## src/rtl/instr_sequencer.sv

```systemverilog
// instr_sequencer: picoMIPS control stage.
// Owns the program counter, decodes the opcode into ALU/datapath controls,
// and stalls the PC for the WAIT0/WAIT1 switch handshake and for
// multi-cycle multiplies.
module instr_sequencer #(
    parameter int P_SIZE     = 4,
    parameter int O_SIZE     = 3,
    parameter int A_SIZE     = 2,
    parameter int PROG_LEN   = 16,
    parameter int MUL_CYCLES = 1
) (
    input  logic              clk,
    input  logic              reset,
    input  logic [O_SIZE-1:0] opcode,
    input  logic              sw8,
    output logic [P_SIZE-1:0] pc,
    output logic [A_SIZE-1:0] alu_func,
    output logic              reg_we,
    output logic              imm_sel,
    output logic              sw_sel,
    output logic              stalled
);

    // Counter holds MUL_CYCLES-2 at most (6 for MUL_CYCLES=8).
    localparam int CNT_W = 3;

    localparam logic [O_SIZE-1:0] OP_LDI   = O_SIZE'(0);
    localparam logic [O_SIZE-1:0] OP_LDS   = O_SIZE'(1);
    localparam logic [O_SIZE-1:0] OP_ADD   = O_SIZE'(2);
    localparam logic [O_SIZE-1:0] OP_ADDI  = O_SIZE'(3);
    localparam logic [O_SIZE-1:0] OP_MUL   = O_SIZE'(4);
    localparam logic [O_SIZE-1:0] OP_MULI  = O_SIZE'(5);
    localparam logic [O_SIZE-1:0] OP_WAIT0 = O_SIZE'(6);
    localparam logic [O_SIZE-1:0] OP_WAIT1 = O_SIZE'(7);

    localparam logic [A_SIZE-1:0] ALU_A   = A_SIZE'(0);
    localparam logic [A_SIZE-1:0] ALU_B   = A_SIZE'(1);
    localparam logic [A_SIZE-1:0] ALU_ADD = A_SIZE'(2);
    localparam logic [A_SIZE-1:0] ALU_MUL = A_SIZE'(3);

    typedef enum logic {
        ST_RUN  = 1'b0,
        ST_MULT = 1'b1
    } state_t;

    state_t             state_q, state_d;
    logic [CNT_W-1:0]   mul_cnt_q, mul_cnt_d;
    logic [P_SIZE-1:0]  pc_q, pc_d, pc_inc;
    logic               sync1_q, sync2_q;
    logic               sw8_s;
    logic               we_c, stall_c;

    assign sw8_s = sync2_q;

    // Wrapping increment: PROG_LEN need not be a power of two.
    always_comb begin
        pc_inc = (pc_q == P_SIZE'(PROG_LEN - 1)) ? '0 : pc_q + P_SIZE'(1);
    end

    // Decode and next-state: controls depend on state, opcode, sw8_s, mul_cnt.
    always_comb begin
        alu_func  = ALU_A;
        imm_sel   = 1'b0;
        sw_sel    = 1'b0;
        we_c      = 1'b0;
        stall_c   = 1'b0;
        state_d   = state_q;
        mul_cnt_d = mul_cnt_q;
        unique case (state_q)
            ST_RUN: begin
                case (opcode)
                    OP_LDI: begin
                        alu_func = ALU_B;
                        imm_sel  = 1'b1;
                        we_c     = 1'b1;
                    end
                    OP_LDS: begin
                        alu_func = ALU_B;
                        sw_sel   = 1'b1;
                        we_c     = 1'b1;
                    end
                    OP_ADD: begin
                        alu_func = ALU_ADD;
                        we_c     = 1'b1;
                    end
                    OP_ADDI: begin
                        alu_func = ALU_ADD;
                        imm_sel  = 1'b1;
                        we_c     = 1'b1;
                    end
                    OP_MUL, OP_MULI: begin
                        alu_func = ALU_MUL;
                        imm_sel  = opcode[0];
                        if (MUL_CYCLES == 1) begin
                            we_c = 1'b1;
                        end else begin
                            stall_c   = 1'b1;
                            state_d   = ST_MULT;
                            mul_cnt_d = CNT_W'(MUL_CYCLES - 2);
                        end
                    end
                    OP_WAIT0: begin
                        stall_c = sw8_s;
                    end
                    OP_WAIT1: begin
                        stall_c = ~sw8_s;
                    end
                    default: begin
                    end
                endcase
            end
            ST_MULT: begin
                // PC is held, so opcode still names the multiply in flight.
                alu_func = ALU_MUL;
                imm_sel  = opcode[0];
                if (mul_cnt_q == '0) begin
                    we_c    = 1'b1;
                    state_d = ST_RUN;
                end else begin
                    stall_c   = 1'b1;
                    mul_cnt_d = mul_cnt_q - CNT_W'(1);
                end
            end
            default: begin
            end
        endcase
    end

    // Reset masks the write/stall strobes; decode outputs stay live.
    always_comb begin
        reg_we  = we_c & ~reset;
        stalled = stall_c & ~reset;
        pc_d    = stall_c ? pc_q : pc_inc;
        pc      = pc_q;
    end

    // State registers: pc, FSM, multiply counter, two-flop sw8 synchronizer.
    always_ff @(posedge clk) begin
        if (reset) begin
            pc_q      <= '0;
            state_q   <= ST_RUN;
            mul_cnt_q <= '0;
            sync1_q   <= 1'b0;
            sync2_q   <= 1'b0;
        end else begin
            pc_q      <= pc_d;
            state_q   <= state_d;
            mul_cnt_q <= mul_cnt_d;
            sync1_q   <= sw8;
            sync2_q   <= sync1_q;
        end
    end

endmodule

```

## config.mk

```make
export PLATFORM = sky130hd
export DESIGN_NAME = instr_sequencer
export DESIGN_NICKNAME = d
export VERILOG_FILES = /design/src/rtl/instr_sequencer.sv
export SDC_FILE = /design/constraint.sdc
export NUM_CORES = 1
export LEC_CHECK = 0
export BUFFER_PORTS_ARGS = -buffer_cell sky130_fd_sc_hd__clkbuf_2
export CAP_MARGIN = 20
export CORE_MARGIN = 2
export CORE_UTILIZATION = 40
export CTS_BUF_LIST = sky130_fd_sc_hd__clkbuf_4 sky130_fd_sc_hd__clkbuf_8
export CTS_CLUSTER_DIAMETER = 200
export DETAILED_ROUTE_END_ITERATION = 6
export GPL_TIMING_DRIVEN = 0
export SLEW_MARGIN = 20
export SYNTH_ARGS = -nofsm -noshare
export SYNTH_HDL_FRONTEND = slang
export SYNTH_SLANG_ARGS = --single-unit
```

## constraint.sdc

```tcl
create_clock -name clk -period 2.7 [get_ports clk]
set_input_delay 0.405 -clock clk [delete_from_list [all_inputs] [get_ports clk]]
set_output_delay 0.405 -clock clk [all_outputs]
set_load 0.01 [all_outputs]
```

==> metrics.sh, run 1 <==
DIEWIDTH_UM=41.3
WORSTSKEWPAIRLATENCY_NS=0.27
P_TOTAL_W=0.000349
POSTCTSRESIZEDCELLS=0
CLOCK_TREE.ROOT_CELL='clkbuf_4'
CTS_INSERTED_BUFFERS=3
TIMING_WORST_SETUP_PATH_TYPE='reg -> out'
WORST_PATH_SLOWEST_CELL='dfxtp_1'
MAPPEDNETLISTNETS=67
CRITICAL_PATH.CELL_CHAIN='inv_1 > ha_1 > nand2b_2 > and2_0 > nor3_1 > clkbuf_2'
CLOCK_SKEW_NS=0.00533
POSTLAYOUTSETUPSLACKWORST_NS=0.765
DRT-VIAS-PER-INSTANCE=4.66
LAYOUT.CORE_UTILIZATION_PCT=52.8
SYNTH_TOP_FLOP_CELL='dfxtp_1'
DRT-TOTAL-WL_UM=988
WORST_EP_REQUIRED_TIME_NS=2.30
SYNTH.YOSYS.WARNINGS=0
DPL.CELL_COUNT=88
YOSYSMOSTFREQUENTCELL='dfxtp_1'
YOSYSTOPAREACELL='dfxtp_1'
HOLD_VIOL=0
POSTCTSHOLDBUFS=0
RSZ0062_AT_GRT='false'
INSTANCES_NO_FILL=92
DETAIL-ROUTE-ANTENNA-NETS=0
CRITICAL_PATH.MAX_FANOUT=5
MAXCLOCKFREQUENCY_MHz=517
POWER.DENSITY_CELL_AREA_mW_PER_MM2=508
RESULT_OF_THE_RUN='complete, no violations'
GRT_FIRST_PASS_WIRELENGTH_UM=1320
TIMING.FINAL.MAX_SLEW_VIOLATIONS=0
POST-ROUTE-MIN-PERIOD_NS=1.94
WORST_PATH_LARGEST_CELL_DELAY_NS=0.32
MAX-SLEW-MARGIN-REL_PCT=72.4
FIN_CRIT_SH_PCT=71.7
ANTENNA_FOUND_INITIAL=0
POST_SYNTH_MAIN_AREA_CONTRIBUTORS='dfxtp_1 36%, ha_1 6.7%, nor2b_1 6.7%'
GLOBALPLACE.CONGESTION=0.678
MAX_CAP_VIOLATIONS=0
CTS.REPORTEDPATHS.CLKPINSLEW_NS=0.07
DR.FIRST_ITER.DRC_COUNT=1
DESIGN.PORTCOUNT=16
SYNTH-EDFF-COUNT=0
SYN_AVG_CELL_AREA_UM2=9.60
GRT_REMAINING_OVERFLOW=0
SYNTH-SEQ-CELLS=10
DETAILEDPLACEMENTHPWL_UM=701
CORE_REGION_AREA_MM2=0.00130
FINALSETUPVIOLCOUNT=0
DIE_H_UM=41.3
START_UTIL_PCT=42.8
POSTCTSSETUPREPAIRBUFS=0
SUMMED_NEGATIVE_SETUP_SLACK_OVER_ALL_ENDPOINTS_NS=0
GRT_MAX_DEGREE=11
NUMBER_OF_H_TREE_LEVELS=1
GRT_UTIL_ALL_LAYERS_PCT=13.4
LEAKAGE_POWER_FIGURE_nW=0.317
DETAILEDPLACE.WORSTSLACK_NS=1.03
SYNTH_ASYNC_SR_FLOP_SHARE_PCT=0
SYNTH_SEQ_AREA_SHARE_PCT=36.0
CLKSINKCOUNT=10
IRDROPWORSTVDD_uV=219
CTS_TREE='built'
WORST_EP_ARRIVAL_TIME_NS=1.53
ROWS=13
COUNT_OF_FILL_CELLS_ADDED_DURING_FILLER_INSERTION=131
DIEAREA_MM2=0.00171
FINAL_NET_COUNT=87
PORT_BUFFERS=15
VIA_COUNT_OF_THE_FIRST_GLOBAL_ROUTING_PASS=322
FIRSTDRTPASSITERS=2
DIODES=0
END_KIND='primary output'
SYNTHCELLS=58
MAX_SLEW.WORST_PIN.SLEW_NS=0.413
TOTAL_NUMBER_OF_VIAS=429
START_KIND='flip-flop'
MOST_INSTANTIATED_CELLS_AFTER_SYNTHESIS='10 x dfxtp_1, 6 x nor2_1, 6 x nor2b_1'
LAYOUT-AREA-OVERHEAD-VS-SYNTH_PCT=23.4
NETLIST-CELL-TYPE-COUNT=27
LAYOUT-DRIVE-GT1-SHARE_PCT=33.8
NETLIST.AREA_LEADER.SHARE_PCT=36.0
CLOCKBUFFERDEPTH=2
WL_PER_INSTANCE_UM=10.7
MAPPEDNETLISTAREA_UM2=557
DRC_ERRORS=0
WORST_HOLD_PATH_TYPE='in -> reg'
==> final cells by class <==
class | instances | area [um2] | share of cell area (%)
Inverter | 4 | 15.0 | 2.19
Timing Repair Buffer | 15 | 75.1 | 10.9
Multi-Input combinational cell | 42 | 327 | 47.5
Clock buffer | 4 | 36.3 | 5.28
Buffer | 2 | 15.0 | 2.19
Tap cell | 15 | 18.8 | 2.73
Sequential cell | 10 | 200 | 29.1
==> kinds of logic after synthesis <==
| kind of cell | synth area share, % |
|---|---|
| simple gates | 24.3 |
| flops | 36.0 |
| compound gates | 16.4 |
| buf+inv | 5.39 |
| xor+xnor | 7.64 |
| fa+ha+maj | 6.74 |
| mux | 3.60 |
==> stage by stage <==
step	cell area, um2	hold WS (ns)
CTS	687	0.336
detailed placement	651	0.452
floorplan	557	0.414
finish	687	0.342
global placement	651	0.454
global route	687	0.338
==> worst paths after layout <==
path | from | slack [ns] | endpoint | cells after the start
max | mul_cnt_q[0] | 0.76 | reg_we | 6
min | reset | 0.34 | sw8_s | 2
max reg2reg | mul_cnt_q[0] | 1.34 | mul_cnt_q[1] | 6
min reg2reg | sync1_q | 0.46 | sw8_s | 1
==> power breakdown <==
group          leakage (nW)  total (W)  switching, W  internal, W
registers            0.0816   0.000159    0.00000602     0.000153
logic                 0.214  0.0000509     0.0000277    0.0000232
clock network        0.0210   0.000138     0.0000563    0.0000819
total                 0.317   0.000349     0.0000900     0.000259
==> per-layer routing <==
layer / vias up / routed length, um / track usage [%]
met3: 2 / 51 / 4.79
met1: 183 / 507 / 15.4
met4: 0 / 22 / 14.5
met2: 10 / 405 / 18.0
met5: - / 0 / 0
li1: 234 / - / -
==> state kept, by name (all words and copies together), names as in the netlist <==
name       cells
mul_cnt_q      3
pc             4
state_q        1
sw8_s          1
sync1_q        1
==> cells in the final DEF (no fill, tap or decap), drive strengths merged, types with 2 or more instances in the layout <==
cell and n:
clkbuf 20, xnor2 3, o21ai 2, nand2b 2
mux2i 2, ha 3, nor2 6, dfxtp 10
inv 4, nor2b 6, nor3 2, nand2 3
==> worst max-delay path, delay by kind of cell, from the launching register on <==
kind	cells	cell delay, ns
simple gates	3	0.55
buf+inv	2	0.24
fa+ha+maj	1	0.16
flops	1	0.32
Power figures use the tool's default switching activity.
==> run 2: changes to the inputs <==
Settings changed: ABC_AREA set to 1.
Clock period 2.7 ns to 1.87 ns, I/O delays scaled along.
==> metrics.sh, run 2 <==
SUMMED_NEGATIVE_SETUP_SLACK_OVER_ALL_ENDPOINTS_NS=0  # unchanged
LAYOUT-DRIVE-GT1-SHARE_PCT=27.7  # -6.1 points
LAYOUT-AREA-OVERHEAD-VS-SYNTH_PCT=25.2
SYN_AVG_CELL_AREA_UM2=7.02  # -27%
MULTI_INPUT_COMB_AREA_UM2=273  # -16%
PATH_DELAY_FAMILY='simple AND/OR/NAND/NOR gates'
SYNTH_TOP_FLOP_CELL='dfxtp_1'
START_KIND='flip-flop'
CLKSINKCOUNT=10  # unchanged
NUMBER_OF_H_TREE_LEVELS=1  # unchanged
DESIGN.PORTCOUNT=16  # unchanged
WORST_PATH_SLOWEST_CELL='dfxtp_1'
MAPPEDNETLISTAREA_UM2=527  # -5.4%
WORST_EP_REQUIRED_TIME_NS=1.59  # -0.71 ns
CTS.REPORTEDPATHS.CLKPINSLEW_NS=0.08  # about the same
POWER_SWITCHING_SHARE_PCT=26.1  # +0.28 points
SETUP.WORST_PATH.END='stalled'
DIODES=0  # unchanged
DRC_ERRORS=0  # unchanged
SYNTH_ASYNC_SR_FLOP_SHARE_PCT=0  # unchanged
POSTCTSRESIZEDCELLS=0  # unchanged
SYNTH-EDFF-COUNT=0  # unchanged
POSTCTSSETUPREPAIRBUFS=0  # unchanged
SHARE_OF_POWER_BURNED_IN_THE_CLOCK_NETWORK_PCT=40.3  # +0.7 points
FIRSTDRTPASSITERS=4  # +2
SYNTH_SEQ_AREA_SHARE_PCT=38.0  # +2.0 points
LAYOUT.CORE_UTILIZATION_PCT=52.0  # -0.82 points
CRITICAL_PATH.MAX_FANOUT=7  # +2
MAX_CAP_VIOLATIONS=0  # unchanged
DETAILEDPLACEMENTHPWL_UM=731  # +4.3%
POST-ROUTE-MIN-PERIOD_NS=1.70
CLOCK_TREE.ROOT_CELL='clkbuf_4'
LARGEST_REGISTER_FF_COUNT=4  # unchanged
POWER.DENSITY_CELL_AREA_mW_PER_MM2=758  # +49%
WORST_PATH_LARGEST_CELL_DELAY_NS=0.31  # about the same
DIE_H_UM=40.3  # -2.5%
YOSYSMOSTFREQUENTCELL='nand2_1'
NETLIST-CELL-TYPE-COUNT=18  # -33%
END_KIND='primary output'
WORST_HOLD_PATH_TYPE='in -> reg'
WORST_REG2REG_PATH_DEPTH=8  # +2
HOLD_VIOL=0  # unchanged
GRT_FIRST_PASS_WIRELENGTH_UM=1300  # -1.5%
VIA_COUNT_OF_THE_FIRST_GLOBAL_ROUTING_PASS=341  # +5.9%
DIEWIDTH_UM=40.3  # -2.5%
RSZ0062_AT_GRT='false'
GRT_MAX_DEGREE=8  # -3
POSTCTSHOLDBUFS=0  # unchanged
FINAL_CELL_MIX='15 x clkbuf_2, 14 x inv_1, 14 x nand2_1'
POST_SYNTH_MAIN_AREA_CONTRIBUTORS='dfxtp_1 38%, nand2_1 11%, inv_1 10%'
END_OF_THE_WORST_REGISTER_TO_REGISTER_PATH='mul_cnt_q[2]'
YOSYSTOPAREACELL='dfxtp_1'
DRT-VIAS-PER-INSTANCE=4.50  # -3.4%
PORT_BUFFERS=15  # unchanged
NETLIST.AREA_LEADER.SHARE_PCT=38.0  # +2.0 points
TIMING_WORST_SETUP_PATH_TYPE='reg -> out'
DETAIL-ROUTE-ANTENNA-NETS=0  # unchanged
TIMING.FINAL.MAX_SLEW_VIOLATIONS=0  # unchanged
RESULT_OF_THE_RUN='complete, no violations'
START_UTIL_PCT=41.5  # -1.3 points
ROWS=13  # unchanged
CLOCKBUFFERDEPTH=2  # unchanged
COMBINATIONAL_GROUP_SHARE_OF_TOTAL_POWER_PCT=13.8  # -0.8 points
CP_COMMON_CELL='inv_1'
CP.DEPTH=8  # +2
GRT_REMAINING_OVERFLOW=0  # unchanged
MOST_INSTANTIATED_CELLS_AFTER_SYNTHESIS='15 x nand2_1, 14 x inv_1, 11 x nor2_1'
FINALSETUPVIOLCOUNT=0  # unchanged
AREA.SEQUENTIAL_UM2=200  # unchanged
MAPPEDNETLISTNETS=84  # +25%
SYNTH-SEQ-CELLS=10  # unchanged
FIN_CRIT_SH_PCT=90.8
ANTENNA_FOUND_INITIAL=0  # unchanged
INTERNAL-POWER_W=0.000369  # +43%
SYNTHCELLS=75  # +29%
WORST_EP_ARRIVAL_TIME_NS=1.42  # -0.11 ns
FINAL_NET_COUNT=104  # +20%
P_SEQ_SHARE_PCT=45.9  # +0.2 points
CRITICAL_PATH.CELL_CHAIN='inv_1 > ha_1 > nand2_1 > nand2_2 > nand2_4 > inv_1 > nor2_1 > clkbuf_2'
PATH_BUF_INV=3  # +1
CLOCK_SKEW_NS=0.00770  # +0.00237 ns
LAYOUT.CELLS.MOST_COMMON='clkbuf_2'
P_SW_W=0.000130  # +45%
CTS_INSERTED_BUFFERS=3  # unchanged
MAX-SLEW-MARGIN-REL_PCT=83.5  # +11 points
GRT_UTIL_ALL_LAYERS_PCT=12.4  # -0.95 points
GLOBALPLACE.CONGESTION=0.751  # +11%
R2R_SETUP_SLACK_NS=0.65  # -0.69 ns
DR.FIRST_ITER.DRC_COUNT=18  # +17
SYNTH.YOSYS.WARNINGS=0  # unchanged
COUNT_OF_FILL_CELLS_ADDED_DURING_FILLER_INSERTION=141  # +7.6%
TOTAL_NUMBER_OF_VIAS=491  # +14%
CTS_TREE='built'
WORSTSKEWPAIRLATENCY_NS=0.27  # about the same
IRDROPWORSTVDD_uV=425  # +94%
MAXCLOCKFREQUENCY_MHz=589
WL_PER_INSTANCE_UM=8.64  # -20%
DIEAREA_MM2=0.00162  # -4.9%
RR_STARTPOINT='mul_cnt_q[0]'
LEAKAGE_POWER_FIGURE_nW=0.358  # +13%
MAX_SLEW.WORST_PIN.SLEW_NS=0.246  # -0.167 ns
DRT-TOTAL-WL_UM=942  # -4.7%
CORE_REGION_AREA_MM2=0.00127  # -2.5%
CRITICAL_PATH_ORIGIN='mul_cnt_q[0]'
-- run 2: layer usage --
metal	vias up	GRT usage [%]	part of all wire (%)
met5	-	0	0
met4	0	5.00	0.85
met3	2	5.00	7.2
met2	17	19.4	40
met1	205	15.1	52
li1	267	-	-
-- run 2: kinds of logic (layout without fill, tap and decap cells) --
logic type	after synthesis	after routing	share of synthesized area (%)
adder cells (fa/ha/maj)	3	3	7.13
AO/OA/AOI/OAI	8	8	7.84
XOR/XNOR	1	1	1.66
flip-flops	10	10	38.0
buffers and inverters	15	34	10.7
AND/OR/NAND/NOR	38	38	34.7
-- run 2: tightest hold or removal path: cells and delay by family --
family,cells,cell delay (ns)
buf+inv,2,0.12
simple gates,1,0.03
-- run 2: through the flow --
stage / setup slack [ns] / cell area [um2] / hold WS [ns] / power, W / cells
after CTS: 0.0718 / 657 / 0.193 / 0.000500 / 109
after global placement: 0.407 / 621 / 0.395 / 0.000302 / 105
after floorplan: 0.535 / 527 / 0.350 / 0.000276 / 75
after global routing: 0.0112 / 659 / 0.197 / 0.000518 / 109
after detailed placement: 0.364 / 621 / 0.401 / 0.000303 / 105
final: 0.172 / 659 / 0.189 / 0.000499 / 109
-- run 2: area by class of cell --
| class | instances | area share, % |
|---|---|---|
| multi-input combinational | 50 | 41.4 |
| sequential | 10 | 30.4 |
| timing repair buffer | 15 | 11.4 |
| inverter | 15 | 8.54 |
| clock buffer | 4 | 5.50 |
| tap | 15 | 2.85 |
-- run 2: worst min-delay path by stage --
stage / startpoint / to / slack, ns / cells after the start
2_1_floorplan: reset / pc[0] / 0.35 / 1
3_5_place_dp: sync1_q / sw8_s / 0.40 / 2
3_3_place_gp: sync1_q / sw8_s / 0.40 / 2
6_report: sw8 / sync1_q / 0.19 / 3
4_1_cts: sw8 / sync1_q / 0.19 / 3
5_1_grt: sw8 / sync1_q / 0.20 / 3
-- run 2: power groups by stage --
stage	sequential (W)	clock [W]	combinational [W]
final	0.000229	0.000201	0.0000688
after detailed placement	0.000234	0	0.0000685
after CTS	0.000229	0.000202	0.0000690
after global routing	0.000230	0.000210	0.0000772
after global placement	0.000234	0	0.0000681
after floorplan	0.000236	0	0.0000397
==> run 3: changes to the inputs <==
Settings changed: CTS_BUF_LIST sky130_fd_sc_hd__clkbuf_4 sky130_fd_sc_hd__clkbuf_8 to unset, PLACE_DENSITY_LB_ADDON set to 0.05.
==> metrics.sh, run 3 (same netlist as run 2, synthesis figures left out) <==
DRC_ERRORS=0  # unchanged
COUNT_OF_FILL_CELLS_ADDED_DURING_FILLER_INSERTION=137  # -2.8%
SHARE_OF_POWER_BURNED_IN_THE_CLOCK_NETWORK_PCT=39.6  # -0.7 points
MULTI_INPUT_COMB_AREA_UM2=273  # unchanged
CLOCK_SKEW_NS=0.000877  # -0.00683 ns
DIEWIDTH_UM=40.3  # unchanged
RESULT_OF_THE_RUN='complete, no violations'
POSTCTSSETUPREPAIRBUFS=0  # unchanged
CTS.REPORTEDPATHS.CLKPINSLEW_NS=0.07  # about the same
PORT_BUFFERS=15  # unchanged
LAYOUT.CELLS.MOST_COMMON='clkbuf_2'
GR-MAX-USAGE-LAYER='met2'
PATH_DELAY_FAMILY='simple AND/OR/NAND/NOR gates'
MET2_CAPACITY_USAGE_DURING_GLOBAL_ROUTING_PCT=18.1  # -1.2 points
LAYOUT-DRIVE-GT1-SHARE_PCT=27.7  # unchanged
FINALSETUPVIOLCOUNT=0  # unchanged
TIMING.FINAL.MAX_SLEW_VIOLATIONS=0  # unchanged
CLOCKBUFFERDEPTH=2  # unchanged
AREA.SEQUENTIAL_UM2=200  # unchanged
GRT.MET3_USAGE_PCT=3.33  # -1.7 points
FINAL_NET_COUNT=104  # unchanged
COMBINATIONAL_GROUP_SHARE_OF_TOTAL_POWER_PCT=13.9  # about the same
START_UTIL_PCT=41.5  # unchanged
P_TOTAL_W=0.000494  # -1.1%
NUMBER_OF_H_TREE_LEVELS=1  # unchanged
MAX_CAP_VIOLATIONS=0  # unchanged
GRT_FIRST_PASS_WIRELENGTH_UM=1390  # +6.9%
END_KIND='primary output'
GRT_UTIL_ALL_LAYERS_PCT=13.3  # +0.92 points
WORST_HOLD_PATH_TYPE='in -> reg'
ANTENNA_FOUND_INITIAL=0  # unchanged
DIEAREA_MM2=0.00162  # unchanged
DRT-TOTAL-WL_UM=926  # -1.7%
MAX-SLEW-MARGIN-REL_PCT=85.1  # +1.6 points
DIODES=0  # unchanged
ROWS=13  # unchanged
IRDROPWORSTVDD_uV=409  # -3.8%
GLOBALPLACE.CONGESTION=0.774  # +3.1%
TIMING_WORST_SETUP_PATH_TYPE='reg -> out'
DESIGN.PORTCOUNT=16  # unchanged
WL_PER_INSTANCE_UM=8.50  # -1.7%
RSZ0062_AT_GRT='false'
HOLD_VIOL=0  # unchanged
CLOCK_TREE.ROOT_CELL='clkbuf_4'
PATH_BUF_INV=3  # unchanged
SUMMED_NEGATIVE_SETUP_SLACK_OVER_ALL_ENDPOINTS_NS=0  # unchanged
MAX_SLEW.WORST_PIN.SLEW_NS=0.222  # -0.0242 ns
LARGEST_REGISTER_FF_COUNT=4  # unchanged
VIA_COUNT_OF_THE_FIRST_GLOBAL_ROUTING_PASS=360  # +5.6%
WORST_EP_ARRIVAL_TIME_NS=1.42  # about the same
POWER.DENSITY_CELL_AREA_mW_PER_MM2=749  # -1.1%
DETAIL-ROUTE-ANTENNA-NETS=0  # unchanged
DETAILEDPLACEMENTHPWL_UM=729  # -0.26%
START_KIND='flip-flop'
GRT_REMAINING_OVERFLOW=0  # unchanged
MAXCLOCKFREQUENCY_MHz=590  # +0.13%
CLKSINKCOUNT=10  # unchanged
DRT-VIAS-PER-INSTANCE=4.47  # -0.81%
USE_MET1_PCT=17.8  # +2.7 points
FINAL_CELL_MIX='15 x clkbuf_2, 14 x inv_1, 14 x nand2_1'
CP_COMMON_CELL='inv_1'
CTS_INSERTED_BUFFERS=3  # unchanged
AREA_AFTER_DETAILED_PLACEMENT_UM2=621  # unchanged
LEAKAGE_POWER_FIGURE_nW=0.358  # unchanged
WORSTSKEWPAIRLATENCY_NS=0.26  # about the same
CRITICAL_PATH.CELL_CHAIN='inv_1 > ha_1 > nand2_1 > nand2_2 > nand2_4 > inv_1 > nor2_1 > clkbuf_2'
POST-ROUTE-MIN-PERIOD_NS=1.70  # -0.00220 ns
FIN_CRIT_SH_PCT=90.7  # -0.12 points
CORE_REGION_AREA_MM2=0.00127  # unchanged
LAYOUT-AREA-OVERHEAD-VS-SYNTH_PCT=25.2  # unchanged
DIE_H_UM=40.3  # unchanged
FIRSTDRTPASSITERS=3  # -1
GRT_MAX_DEGREE=8  # unchanged
P_SW_W=0.000125  # -4.2%
WORST_PATH_LARGEST_CELL_DELAY_NS=0.31  # about the same
FINAL_AREA_UM2=659  # unchanged
POWER_SWITCHING_SHARE_PCT=25.3  # -0.82 points
DR.FIRST_ITER.DRC_COUNT=14  # -4
CTS_TREE='built'
WORST_EP_REQUIRED_TIME_NS=1.59  # about the same
CRITICAL_PATH.MAX_FANOUT=7  # unchanged
INTERNAL-POWER_W=0.000369  # about the same
P_SEQ_SHARE_PCT=46.5  # +0.6 points
WORST_PATH_SLOWEST_CELL='dfxtp_1'
TOTAL_NUMBER_OF_VIAS=487  # -0.81%
-- run 3: cell counts in the layout (fill, tap and decap cells not counted) --
Identical to the previous run, type by type.
-- run 3: repair_timing --
item / CTS / global route
setup endpoints to repair: 0 / 2
endpoints found under the hold margin: 0 / 0
hold buffers: 0 / 0
gates resized for setup: 0 / 1
-- run 3: area by class of cell --
class,count,area share (%)
well taps,15,2.85
repair buffers,15,11.4
flip-flops and latches,10,30.4
inverters,15,8.54
clock buffers,4,5.50
multi-input cells,50,41.4
-- run 3: power by group through the flow --
stage	Combinational, W	Sequential, W	Clock [W]
floorplan	0.0000397	0.000236	0
global placement	0.0000684	0.000234	0
detailed placement	0.0000685	0.000235	0
CTS	0.0000691	0.000229	0.000199
global route	0.0000774	0.000230	0.000215
finish	0.0000686	0.000230	0.000196
-- run 3: metal layers --
metal	vias up	wire, um
met3	4	55
met1	198	490
met5	-	0
met4	0	20
li1	271	-
met2	14	359
-- run 3: path summary, 6_finish.rpt --
path                      from      endpoint  slack (ns)  cells past startpoint
setup / recovery  mul_cnt_q[0]       stalled        0.17                      8
hold / removal             sw8       sync1_q        0.20                      3
setup reg to reg  mul_cnt_q[0]  mul_cnt_q[2]        0.63                      8
hold reg to reg        sync1_q         sw8_s        0.41                      2
-- run 3: through the flow --
step	std cells	setup slack (ns)	util, %	hold WS (ns)
global route	109	0.0466	52.0	0.193
CTS	109	0.0817	51.8	0.193
global placement	105	0.390	48.9	0.400
finish	109	0.174	52.0	0.197
floorplan	75	0.535	-	0.350
detailed placement	105	0.376	48.9	0.402
-- run 3: worst reg2reg max path: cells and delay by family (launching register included) --
kind	cells	cell delay, ns
buf+inv	2	0.17
compound gates	2	0.20
fa+ha+maj	1	0.20
flops	1	0.31
simple gates	3	0.25
